[src/rtl/mem_stage_if.sv]
// rtl/mem_stage_if.sv - MEM stage pipeline, data-RAM response and forwarding signals
interface mem_stage_if;
    logic         es_to_ms_valid;
    logic [153:0] es_to_ms_bus;
    logic         ms_allowin;
    logic         ws_allowin;
    logic         ms_to_ws_valid;
    logic [148:0] ms_to_ws_bus;
    logic         ws_flush;
    logic         data_sram_data_ok;
    logic [31:0]  data_sram_rdata;
    logic [38:0]  ms_fwd_bus;

    modport master (
        output es_to_ms_valid, es_to_ms_bus, ws_allowin, ws_flush,
               data_sram_data_ok, data_sram_rdata,
        input  ms_allowin, ms_to_ws_valid, ms_to_ws_bus, ms_fwd_bus
    );

    modport slave (
        input  es_to_ms_valid, es_to_ms_bus, ws_allowin, ws_flush,
               data_sram_data_ok, data_sram_rdata,
        output ms_allowin, ms_to_ws_valid, ms_to_ws_bus, ms_fwd_bus
    );
endinterface

[src/rtl/mem_stage.sv]
// rtl/mem_stage.sv - MEM pipeline stage: load response wait, buffering, flush discard and alignment
module mem_stage (
    input  logic       clk,
    input  logic       resetn,
    mem_stage_if.slave bus
);
    logic         ms_valid;
    logic [153:0] ms_bus_r;
    logic         rbuf_valid;
    logic [31:0]  rbuf;
    logic [1:0]   discard_cnt;

    logic [31:0] rt_value, badvaddr, alu_result, pc;
    logic        eret, res_from_cp0, mtc0_we, bd, ex, req_issued, res_from_mem, gr_we;
    logic [4:0]  cp0_addr, excode, dest;
    logic [2:0]  ld_type;

    assign {rt_value, eret, res_from_cp0, cp0_addr, mtc0_we, bd, badvaddr, excode, ex,
            req_issued, ld_type, res_from_mem, dest, gr_we, alu_result, pc} = ms_bus_r;

    logic need_data, data_live, got_data, ms_ready_go, to_ws_fire;
    logic disc_inc, disc_dec;

    // A response is ours only once every response owed to flushed loads has drained.
    assign need_data   = req_issued && !ex;
    assign data_live   = bus.data_sram_data_ok && (discard_cnt == 2'd0);
    assign got_data    = rbuf_valid || data_live;
    assign ms_ready_go = !need_data || got_data;

    assign bus.ms_allowin     = !ms_valid || (ms_ready_go && bus.ws_allowin);
    assign bus.ms_to_ws_valid = ms_valid && ms_ready_go && !bus.ws_flush;
    assign to_ws_fire         = bus.ms_to_ws_valid && bus.ws_allowin;

    assign disc_inc = bus.ws_flush && ms_valid && need_data && !got_data;
    assign disc_dec = bus.data_sram_data_ok && (discard_cnt != 2'd0);

    logic [31:0] raw, load_data, final_result;
    logic [7:0]  byte_sel;
    logic [15:0] half_sel;

    always_comb begin
        raw       = rbuf_valid ? rbuf : bus.data_sram_rdata;
        byte_sel  = raw[{alu_result[1:0], 3'b000} +: 8];
        half_sel  = alu_result[1] ? raw[31:16] : raw[15:0];
        load_data = raw;
        case (ld_type)
            3'b001:  load_data = {{24{byte_sel[7]}}, byte_sel};
            3'b010:  load_data = {24'd0, byte_sel};
            3'b011:  load_data = {{16{half_sel[15]}}, half_sel};
            3'b100:  load_data = {16'd0, half_sel};
            default: load_data = raw;
        endcase
        final_result = res_from_mem ? load_data : alu_result;
    end

    assign bus.ms_to_ws_bus = {rt_value, eret, bd, mtc0_we, cp0_addr, res_from_cp0, badvaddr,
                               ex, excode, gr_we, dest, final_result, pc};

    assign bus.ms_fwd_bus = {ms_valid && gr_we && !ex,
                             ms_valid && res_from_mem && !ms_ready_go,
                             dest, final_result};

    always_ff @(posedge clk or negedge resetn) begin
        if (!resetn) begin
            ms_valid <= 1'b0;
            ms_bus_r <= '0;
        end else begin
            if (bus.ws_flush)
                ms_valid <= 1'b0;
            else if (bus.ms_allowin)
                ms_valid <= bus.es_to_ms_valid;
            if (bus.es_to_ms_valid && bus.ms_allowin && !bus.ws_flush)
                ms_bus_r <= bus.es_to_ms_bus;
        end
    end

    // Hold a response that arrived while WB was stalled so no re-request is needed.
    always_ff @(posedge clk or negedge resetn) begin
        if (!resetn) begin
            rbuf_valid <= 1'b0;
            rbuf       <= 32'd0;
        end else if (bus.ws_flush || to_ws_fire) begin
            rbuf_valid <= 1'b0;
        end else if (ms_valid && need_data && data_live && !bus.ws_allowin && !rbuf_valid) begin
            rbuf_valid <= 1'b1;
            rbuf       <= bus.data_sram_rdata;
        end
    end

    always_ff @(posedge clk or negedge resetn) begin
        if (!resetn)
            discard_cnt <= 2'd0;
        else if (disc_inc && !disc_dec && discard_cnt != 2'd3)
            discard_cnt <= discard_cnt + 2'd1;
        else if (disc_dec && !disc_inc)
            discard_cnt <= discard_cnt - 2'd1;
    end
endmodule

[src/flat_wrapper.sv]
// flat-port wrapper written by rule: the top's interface ports become plain ports
module mem_stage_flat 
  (clk, resetn, bus_es_to_ms_valid, bus_es_to_ms_bus, bus_ws_allowin, bus_ws_flush, bus_data_sram_data_ok, bus_data_sram_rdata, bus_ms_allowin, bus_ms_to_ws_valid, bus_ms_to_ws_bus, bus_ms_fwd_bus);
  mem_stage_if bus_i ();
  input  logic clk;
  input  logic resetn;
  input wire logic [$bits(bus_i.es_to_ms_valid)-1:0] bus_es_to_ms_valid;
  input wire logic [$bits(bus_i.es_to_ms_bus)-1:0] bus_es_to_ms_bus;
  input wire logic [$bits(bus_i.ws_allowin)-1:0] bus_ws_allowin;
  input wire logic [$bits(bus_i.ws_flush)-1:0] bus_ws_flush;
  input wire logic [$bits(bus_i.data_sram_data_ok)-1:0] bus_data_sram_data_ok;
  input wire logic [$bits(bus_i.data_sram_rdata)-1:0] bus_data_sram_rdata;
  output wire logic [$bits(bus_i.ms_allowin)-1:0] bus_ms_allowin;
  output wire logic [$bits(bus_i.ms_to_ws_valid)-1:0] bus_ms_to_ws_valid;
  output wire logic [$bits(bus_i.ms_to_ws_bus)-1:0] bus_ms_to_ws_bus;
  output wire logic [$bits(bus_i.ms_fwd_bus)-1:0] bus_ms_fwd_bus;
  assign bus_i.es_to_ms_valid = bus_es_to_ms_valid;
  assign bus_i.es_to_ms_bus = bus_es_to_ms_bus;
  assign bus_i.ws_allowin = bus_ws_allowin;
  assign bus_i.ws_flush = bus_ws_flush;
  assign bus_i.data_sram_data_ok = bus_data_sram_data_ok;
  assign bus_i.data_sram_rdata = bus_data_sram_rdata;
  assign bus_ms_allowin = bus_i.ms_allowin;
  assign bus_ms_to_ws_valid = bus_i.ms_to_ws_valid;
  assign bus_ms_to_ws_bus = bus_i.ms_to_ws_bus;
  assign bus_ms_fwd_bus = bus_i.ms_fwd_bus;
  mem_stage u_core (.clk(clk), .resetn(resetn), .bus(bus_i));
endmodule
[config.mk]
export PLATFORM = sky130hd
export DESIGN_NAME = mem_stage_flat
export DESIGN_NICKNAME = d
export VERILOG_FILES = /design/src/rtl/mem_stage_if.sv /design/src/rtl/mem_stage.sv /design/src/flat_wrapper.sv
export SDC_FILE = /design/constraint.sdc
export NUM_CORES = 1
export LEC_CHECK = 0
export BUFFER_PORTS_ARGS = -buffer_cell sky130_fd_sc_hd__buf_2
export CORE_AREA = 2 2 148 150
export DETAILED_ROUTE_END_ITERATION = 16
export DIE_AREA = 0 0 150 152
export GPL_TIMING_DRIVEN = 0
export PLACE_DENSITY_LB_ADDON = 0.15
export SYNTH_ARGS = -nofsm -noshare
export SYNTH_HDL_FRONTEND = slang
export SYNTH_SLANG_ARGS = --single-unit
export TNS_END_PERCENT = 1
[constraint.sdc]
create_clock -name clk -period 2.7 [get_ports clk]
set_input_delay 0.27 -clock clk [delete_from_list [all_inputs] [get_ports clk]]
set_output_delay 0.27 -clock clk [all_outputs]
set_load 0.01 [all_outputs]
# == Word level (Yosys, flattened, before mapping) ==
# Index checks and enable logic that the tools add are counted.
# totals
ff_bits,190
word_cells,67
output_inout_bits,190
# classes
addsub,2
n_bitwise,1
n_eq_ne,5
muxes,10
n_reduce_logical,43
shift,1
# ops
operator,count
$pmux 32 s4,1
$mux 32,2
$shiftx 32x6->8,1
$logic_and 1x1->1,23
$mux 16,1
$logic_not 1->1,10
$reduce_bool 2->1,4
$eq 3x2->1 const B,2
$logic_or 1x1->1,4
$mux 1,4
$mux 2,2
$eq 3x1->1 const B,1
$eq 3x3->1 const B,1
$add 2x1->2 const B,1
$logic_not 2->1,1
$ne 2x2->1 const B,1
$reduce_and 2->1,1
$sub 2x1->2 const B,1
$not 1->1,1

# == Longest topological paths before layout ==
# Gate-level depths: netlist of the first run.
# logic_depth
ltp_word,10
mapped_depth,9

# == Least setup slack after synthesis of the first run ==
# OpenSTA, ideal clock, no wires.
# synth_path
path_type,register to output
from,register u_core.ms_bus_r[71]
to,output port bus_ms_to_ws_bus[40]
path_stages_with_launch,7
n_path_buf,2
t_required_ns,2.430
arrival_ns,2.004
slack_ns,0.426
path_cell_list,dfrtp_1 or3b_2 nand2_1 buf_2 nand2_1 a221oi_1 buf_4
# synth_between
elab_chain_cells,3
word_cells_on_any_way,6
classes_between,eq/ne: 4; mux: 2
# synth_lines
item,line,text
"start, declared",mem_stage.sv:8,logic [153:0] ms_bus_r;
"start signal, assigned",mem_stage.sv:73,ms_bus_r <= bus.es_to_ms_bus;
$eq 3x3->1 (tied with other cells),mem_stage.sv:46,case (ld_type)
$pmux 32 s4 *,mem_stage.sv:46,
$mux 32 *,mem_stage.sv:53,final_result = res_from_mem ? load_data : alu_result;
"end, declared",flat_wrapper.sv:15,output wire logic [$bits(bus_i.ms_to_ws_bus)-1:0] bus_ms_to_ws_bus;
# Mark *: on every way between the ends. The rest lies on a longest branch, timed or not.

# == Final worst setup path of the first run ==
# layout_path
from,register u_core.rbuf_valid
to,output port bus_ms_to_ws_bus[44]
# layout_between
elab_chain_cells,4
word_cells_on_any_way,5
classes_between,shift: 1; mux: 4
# layout_lines
item,line,text
"start, declared",mem_stage.sv:9,logic rbuf_valid;
"start signal, assigned",mem_stage.sv:80,rbuf_valid <= 1'b0;
"start signal, assigned",mem_stage.sv:83,rbuf_valid <= 1'b0;
"start signal, assigned",mem_stage.sv:85,rbuf_valid <= 1'b1;
$mux 32 *,mem_stage.sv:42,raw = rbuf_valid ? rbuf : bus.data_sram_rdata;
$shiftx 32x6->8 or $mux 16 (tied branches),"mem_stage.sv:43, mem_stage.sv:44",
$pmux 32 s4 *,mem_stage.sv:46,
$mux 32 *,mem_stage.sv:53,
# Marked as above.

==> results.json, run 1 <==
{
  "design_area_mm2": 0.0130,
  "hpwl_mm": 21.1,
  "worstSetupPathDepth": 8,
  "seq_area_frac_synth_pct": 48.1,
  "layout_common_cells": "buf_2, mux2_2, dfrtp_1",
  "syn_nets": 961,
  "io_pins": 382,
  "antenna_found_initial": 6,
  "port-buffer-count": 381,
  "utilization_pct": 61.0,
  "slowest_delay_ns": 0.54,
  "finalPower_uw": 9880,
  "hold_viol_final": 0,
  "htree_levels": 4,
  "clk_pin_slew_worst_paths_ns": 0.08,
  "ys.warnings.count": 0,
  "multi_input_area_mm2": 0.00386,
  "drt_wl_total_mm": 27.4,
  "die_h_um": 152,
  "rsz0062_at_grt": "true",
  "drc": 0,
  "leakage_uw": 0.00638,
  "die_w_um": 150,
  "placementRows": 54,
  "cp.required_ns": 2.43,
  "drv_slew": 0,
  "use_met1_pct": 27.7,
  "status": "complete, but fails checks",
  "initial_utilization_pct": 46.3,
  "setup-violations-final": 25,
  "path_buf_inv": 4,
  "critPathLaunch": "u_core.rbuf_valid",
  "cts_tree": "yes",
  "gr-usage-met2_pct": 41.7,
  "hold_path_class": "in2reg",
  "finalCritPeriodShare_pct": 105,
  "grt_max_degree": 99,
  "fin_nets": 1368,
  "post_dp_cell_area_mm2": 0.0122,
  "gr-total-overflow": 0,
  "crit_family": "multiplexers",
  "pre_cts_ws_ns": -0.0951,
  "crit-reg2reg-capture": "u_core.ms_bus_r[48]",
  "cts_buffer_depth": 2,
  "skew_ns": 0.0133,
  "synth_top_area_cell": "dfrtp_1",
  "grtUsageTotal_pct": 24.1,
  "grt_pass1_wl_mm": 41.6,
  "cp.arrival_ns": 2.57,
  "cellPowerDensity_mw_per_mm2": 758,
  "synth.distinct_cells": 43,
  "worst_setup_path_end_kind": "output port",
  "die_area_mm2": 0.0228,
  "postSynthCellCount": 769,
  "async_flop_share_pct": 100,
  "cp_max_fo": 6,
  "synth_edf_count": 0,
  "cts_made_buffers": 17,
  "reg2reg_slack_ns": 0.40,
  "top_usage_layer": "met2",
  "first_global_vias": 7655,
  "via_count": 7384,
  "syn_avg_cell_area_um2": 12.9,
  "clkLatencyLatePin_ns": 0.43,
  "min_period_ns": 2.84,
  "drt_iter0_markers": 318,
  "ir_worst_vdd_mv": 0.420,
  "ff2ff_path_depth": 6,
  "startpoint_type": "flop",
  "routedWlPerCell_um": 18.6,
  "relSlewSlack_pct": 47.4,
  "clock_sinks": 190,
  "synth_area_mm2": 0.00988,
  "criticalPathCategory": "reg2out",
  "layout_commonest_cell": "buf_2",
  "clock.fmax_mhz": 352,
  "gp_congestion": 0.848,
  "core_mm2": 0.0214,
  "yosysTopAreaCellShare_pct": 48.1,
  "max_cap_viol_count": 0,
  "nFillCells": 1797,
  "cp_cell_sequence": "buf_6 > mux4_2 > mux2_4 > a311oi_4 > buf_6 > a221oi_2 > buf_4 > buf_2",
  "synth_area_leaders": "dfrtp_1, mux2_2, buf_4, mux4_2, mux2i_1",
  "ys_ff_latch": 190,
  "reg2reg_from": "u_core.discard_cnt[0]",
  "clockRootBuffer": "clkbuf_16",
  "drtPass1Iterations": 5,
  "cpMostUsedCell": "buf_6",
  "vias_per_cell": 5.01,
  "area_growth_pct": 31.8,
  "ant_nets": 0,
  "met3_usage_pct": 6.91,
  "drive_gt1_share_pct": 71.5,
  "fin_ws_ns": -0.138,
  "crit_end": "bus_ms_to_ws_bus[44]",
  "regArea_mm2": 0.00476,
  "slowest_stage": "mux4_2",
  "tightest_slew_ns": 0.789,
  "ys.flop_type": "dfrtp_1",
  "violations": "negative setup slack"
}
-- logic make-up after synthesis --
kind of cell / synth area share, %
AO/OA/AOI/OAI: 5.42
XOR/XNOR: 0.177
buffers and inverters: 14.4
flip-flops: 48.1
multiplexers: 28.5
AND/OR/NAND/NOR: 3.41
-- how the worst min path moves through the flow --
stage / startpoint / to / depth (start not counted)
final: bus_ws_flush / u_core.ms_valid / 2
after global routing: bus_es_to_ms_bus[64] / u_core.ms_bus_r[64] / 2
after CTS: bus_ws_flush / u_core.ms_valid / 2
after detailed placement: resetn / u_core.discard_cnt[0] / 1
after global placement: u_core.rbuf[4] / u_core.rbuf[4] / 1
after floorplan: resetn / u_core.discard_cnt[0] / 0
-- flip-flops by register name (all words and copies together) (netlist names) --
| register | cells |
|---|---|
| u_core.discard_cnt | 2 |
| u_core.ms_valid | 1 |
| u_core.rbuf | 32 |
| u_core.ms_bus_r | 154 |
| u_core.rbuf_valid | 1 |
-- area by class of cell --
cell class / count / share of cell area, %
inverters: 5 / 0.144
diodes: 5 / 0.0961
repair buffers: 388 / 15.3
well taps: 280 / 2.69
plain buffers: 195 / 11.2
flip-flops and latches: 190 / 36.5
clock buffers: 18 / 3.37
clock inverters: 13 / 0.961
multi-input cells: 379 / 29.7
-- through the flow --
stage | instances | TNS (ns) | hold WS (ns)
finish | 1473 | -1.39 | 0.0500
global route | 1473 | -5.16 | 0.0357
CTS | 1468 | -1.80 | 0.0304
detailed placement | 1431 | -0.110 | 0.358
global placement | 1430 | -369.50 | 0.481
floorplan | 769 | 0 | -0.0256
-- routing by layer --
metal,wire (µm),share of wire (%),vias to the layer above
met1,10400,38,3623
met4,797,2.9,2
met2,13900,51,313
met5,13,0.047,-
li1,-,-,3398
met3,2290,8.4,48
-- power by group --
part | switching [µW] | internal, µW
Combinational | 1630 | 2000
Clock | 1210 | 1240
Sequential | 369 | 3420
-- synthesized netlist by cell type (2+ instances only) --
| cell type | instances |
|---|---|
| a211o_1 | 2 |
| a211oi_1 | 3 |
| a21oi_1 | 11 |
| a221o_1 | 14 |
| a221oi_1 | 12 |
| a31oi_1 | 4 |
| a32oi_1 | 2 |
| and3_1 | 2 |
| buf_1 | 2 |
| buf_2 | 18 |
| buf_4 | 157 |
| buf_6 | 8 |
| clkbuf_1 | 10 |
| dfrtp_1 | 190 |
| inv_1 | 5 |
| mux2_1 | 5 |
| mux2_2 | 195 |
| mux2i_1 | 23 |
| mux4_2 | 13 |
| nand2_1 | 23 |
| nand3_1 | 3 |
| nand3b_1 | 2 |
| nor2_1 | 36 |
| nor2b_1 | 2 |
| nor3b_1 | 2 |
| o21ai_0 | 5 |
| o221a_2 | 2 |
| o221ai_1 | 2 |
| xnor2_1 | 2 |
-- timing repair --
action,in CTS,in global routing
setup buffers,5,0
hold buffers,1,0
setup endpoints to repair,64,55
pin swaps,7,5
hold endpoints to repair,97,0
gates cloned,0,0
gates resized for setup,44,13
(Power assumes the default switching activity.)
==> run 2: changes to the inputs <==
Settings changed: ABC_AREA from default to 1, CORE_AREA 2 2 148 150 to default, CORE_MARGIN from default to 2, CORE_UTILIZATION from default to 51, DIE_AREA 0 0 150 152 to default.
==> run 2 against run 1 <==
  * The flow now finishes without violations
  * Sequential power shrank 5.8%
  * Wire length increased by 23%
  * Non-clock buffer count increased by 38
  * Utilization is 5.7 points higher
  * Clock-buffer cell count unchanged
  * Final cell count rose by 43%
  * Register-to-register slack better by 0.51 ns
  * Clock power is 7% higher
  * Sequential share of layout area down 1.4 points
  * Largest power group unchanged
  * Highest routed layer is now met4
==> results.json, run 2 <==
{
  "status": "completed",
  "first_global_vias": 10100,
  "dp.cells": 2064,
  "synth_top_area_cell": "dfrtp_1",
  "via_count": 10400,
  "synth_edf_count": 0,
  "regArea_mm2": 0.00476,
  "ant_nets": 0,
  "design_area_mm2": 0.0135,
  "clock.fmax_mhz": 380,
  "clkLatencyLatePin_ns": 0.44,
  "io_pins": 382,
  "clock_sinks": 190,
  "grt_pass1_wl_mm": 53.0,
  "largest_reg_flops": 154,
  "drt_wl_total_mm": 33.7,
  "startpoint_type": "flop",
  "drc": 0,
  "fin_nets": 2007,
  "routedWlPerCell_um": 16.0,
  "cp.required_ns": 2.43,
  "pwr-share-seq_pct": 38.1,
  "final_cells": 2104,
  "syn_avg_cell_area_um2": 7.47,
  "skew_ns": 0.0108,
  "yosysTopAreaCellShare_pct": 45.1,
  "drt_iter0_markers": 751,
  "layout_commonest_cell": "nand2_1",
  "htree_levels": 4,
  "drive_gt1_share_pct": 36.5,
  "die_w_um": 148,
  "grt_max_degree": 112,
  "p_clk_share_pct": 28.1,
  "cp.arrival_ns": 2.36,
  "ys_top_cells_by_count": "nand2_1, nand3_1, dfrtp_1, buf_4, inv_1",
  "grtUsageTotal_pct": 31.1,
  "hold_viol_final": 0,
  "tightest_slew_ns": 0.651,
  "gp_congestion": 0.938,
  "vias_per_cell": 4.94,
  "clk_pin_slew_worst_paths_ns": 0.08,
  "worst_setup_path_end_kind": "output port",
  "utilization_pct": 66.7,
  "core_mm2": 0.0203,
  "relSlewSlack_pct": 56.6,
  "p_sw_uw": 3260,
  "port-buffer-count": 381,
  "min_period_ns": 2.63,
  "seq_area_frac_synth_pct": 45.1,
  "post_dp_cell_area_mm2": 0.0128,
  "hold_path_class": "in2reg",
  "die_area_mm2": 0.0219,
  "nFillCells": 1827,
  "rsz0062_at_grt": "true",
  "drv_slew": 0,
  "syn_nets": 1604,
  "cts_tree": "yes",
  "setup-violations-final": 0,
  "leakage_uw": 0.00805,
  "synth_area_mm2": 0.0106,
  "top_register": "u_core.ms_bus_r",
  "area_growth_pct": 28.3,
  "ir_worst_vdd_mv": 0.417,
  "cellPowerDensity_mw_per_mm2": 692,
  "cp_max_fo": 10,
  "synth.distinct_cells": 27,
  "postSynthCellCount": 1412,
  "async_flop_share_pct": 100,
  "finalCritPeriodShare_pct": 97.6,
  "ys_ff_latch": 190,
  "switching_share_pct": 34.8,
  "multi_input_area_mm2": 0.00398,
  "yosysMostFrequentCell": "nand2_1",
  "placementRows": 52,
  "pwr-share-comb_pct": 33.8,
  "cts_made_buffers": 17,
  "cts_buffer_depth": 2,
  "reg_top3": "u_core.ms_bus_r (154), u_core.rbuf (32), u_core.discard_cnt (2)",
  "ys.warnings.count": 0,
  "criticalPathCategory": "reg2out",
  "initial_utilization_pct": 52.0,
  "clockRootBuffer": "clkbuf_16",
  "antenna_found_initial": 6,
  "ys.flop_type": "dfrtp_1",
  "drtPass1Iterations": 5,
  "die_h_um": 148,
  "max_cap_viol_count": 0,
  "worst_hold_slack_ns": 0.0519,
  "synth_area_leaders": "dfrtp_1, nand2_1, nand3_1, buf_4, inv_1",
  "layout_common_cells": "nand2_1, buf_2, nand3_1",
  "hpwl_mm": 25.6,
  "gr-total-overflow": 0,
  "p_int_uw": 6110
}
-- run 2: worst max-delay path: stages, from the launching register on --
cell and delay (ns):
dfrtp_2 0.45, buf_4 0.23, buf_4 0.22, nand2_1 0.12, nand3_1 0.12, nand3_1 0.14, nand2_1 0.11, nand2_1 0.05
nand2_1 0.09, nand2_1 0.07, nand2_1 0.11, buf_4 0.10, buf_2 0.11
-- run 2: cell type report --
class,count,area share [%]
diodes,6,0.111
plain buffers,237,11.8
clock buffers,18,3.24
clock inverters,14,1.28
inverters,73,2.07
multi-input cells,912,29.4
flip-flops and latches,190,35.1
well taps,270,2.50
repair buffers,384,14.5
-- run 2: path summary, 6_finish.rpt --
| check | startpoint | endpoint | slack, ns | cells past startpoint |
|---|---|---|---|---|
| setup / recovery | u_core.rbuf_valid | bus_ms_to_ws_bus[38] | 0.07 | 12 |
| hold / removal | bus_es_to_ms_bus[102] | u_core.ms_bus_r[102] | 0.05 | 3 |
| setup reg to reg | u_core.rbuf_valid | u_core.rbuf[9] | 0.91 | 5 |
| hold reg to reg | u_core.ms_bus_r[63] | u_core.ms_bus_r[63] | 0.47 | 2 |
| max in group asynchronous | resetn | u_core.ms_bus_r[74] | 1.35 | 3 |
| min in group asynchronous | resetn | u_core.rbuf[3] | 0.38 | 2 |
-- run 2: repair_timing --
action | 4_1_cts | 5_1_grt
setup buffers | 0 | 1
gates resized for setup | 1 | 22
pin swaps | 0 | 2
hold buffers | 1 | 0
hold endpoints to repair | 79 | 0
setup endpoints to repair | 5 | 38
-- run 2: routing by layer --
| layer | up-vias | GRT usage, % | wire length (µm) | share of wire (%) |
|---|---|---|---|---|
| met4 | 0 | 12.9 | 1140 | 3.4 |
| met2 | 370 | 51.2 | 16500 | 49 |
| li1 | 5138 | - | - | - |
| met1 | 4816 | 40.1 | 13800 | 41 |
| met3 | 67 | 6.54 | 2310 | 6.9 |
| met5 | - | 0 | 0 | 0 |
-- run 2: per-stage QoR --
stage	setup TNS, ns	total power, µW	setup slack (ns)
floorplan	0	5540	0.847
global placement	-358.44	6690	-1.90
detailed placement	0	6750	0.353
CTS	0	9380	0.00765
global route	-0.0477	9910	-0.0261
finish	0	9370	0.0656
-- run 2: cell families after synthesis --
kind of cell           after synthesis  share of synthesized area [%]
DFF                                190                           45.1
and+or+nand+nor                    849                           34.2
buffers and inverters              310                           17.6
AOI/OAI and AO/OA                   63                           3.11
-- run 2: power by group through the flow --
stage / logic (µW) / registers (µW) / clock network (µW)
detailed placement: 3140 / 3610 / 0
global placement: 3090 / 3600 / 0
CTS: 3150 / 3560 / 2670
floorplan: 2010 / 3530 / 0
finish: 3170 / 3570 / 2640
global route: 3490 / 3620 / 2800
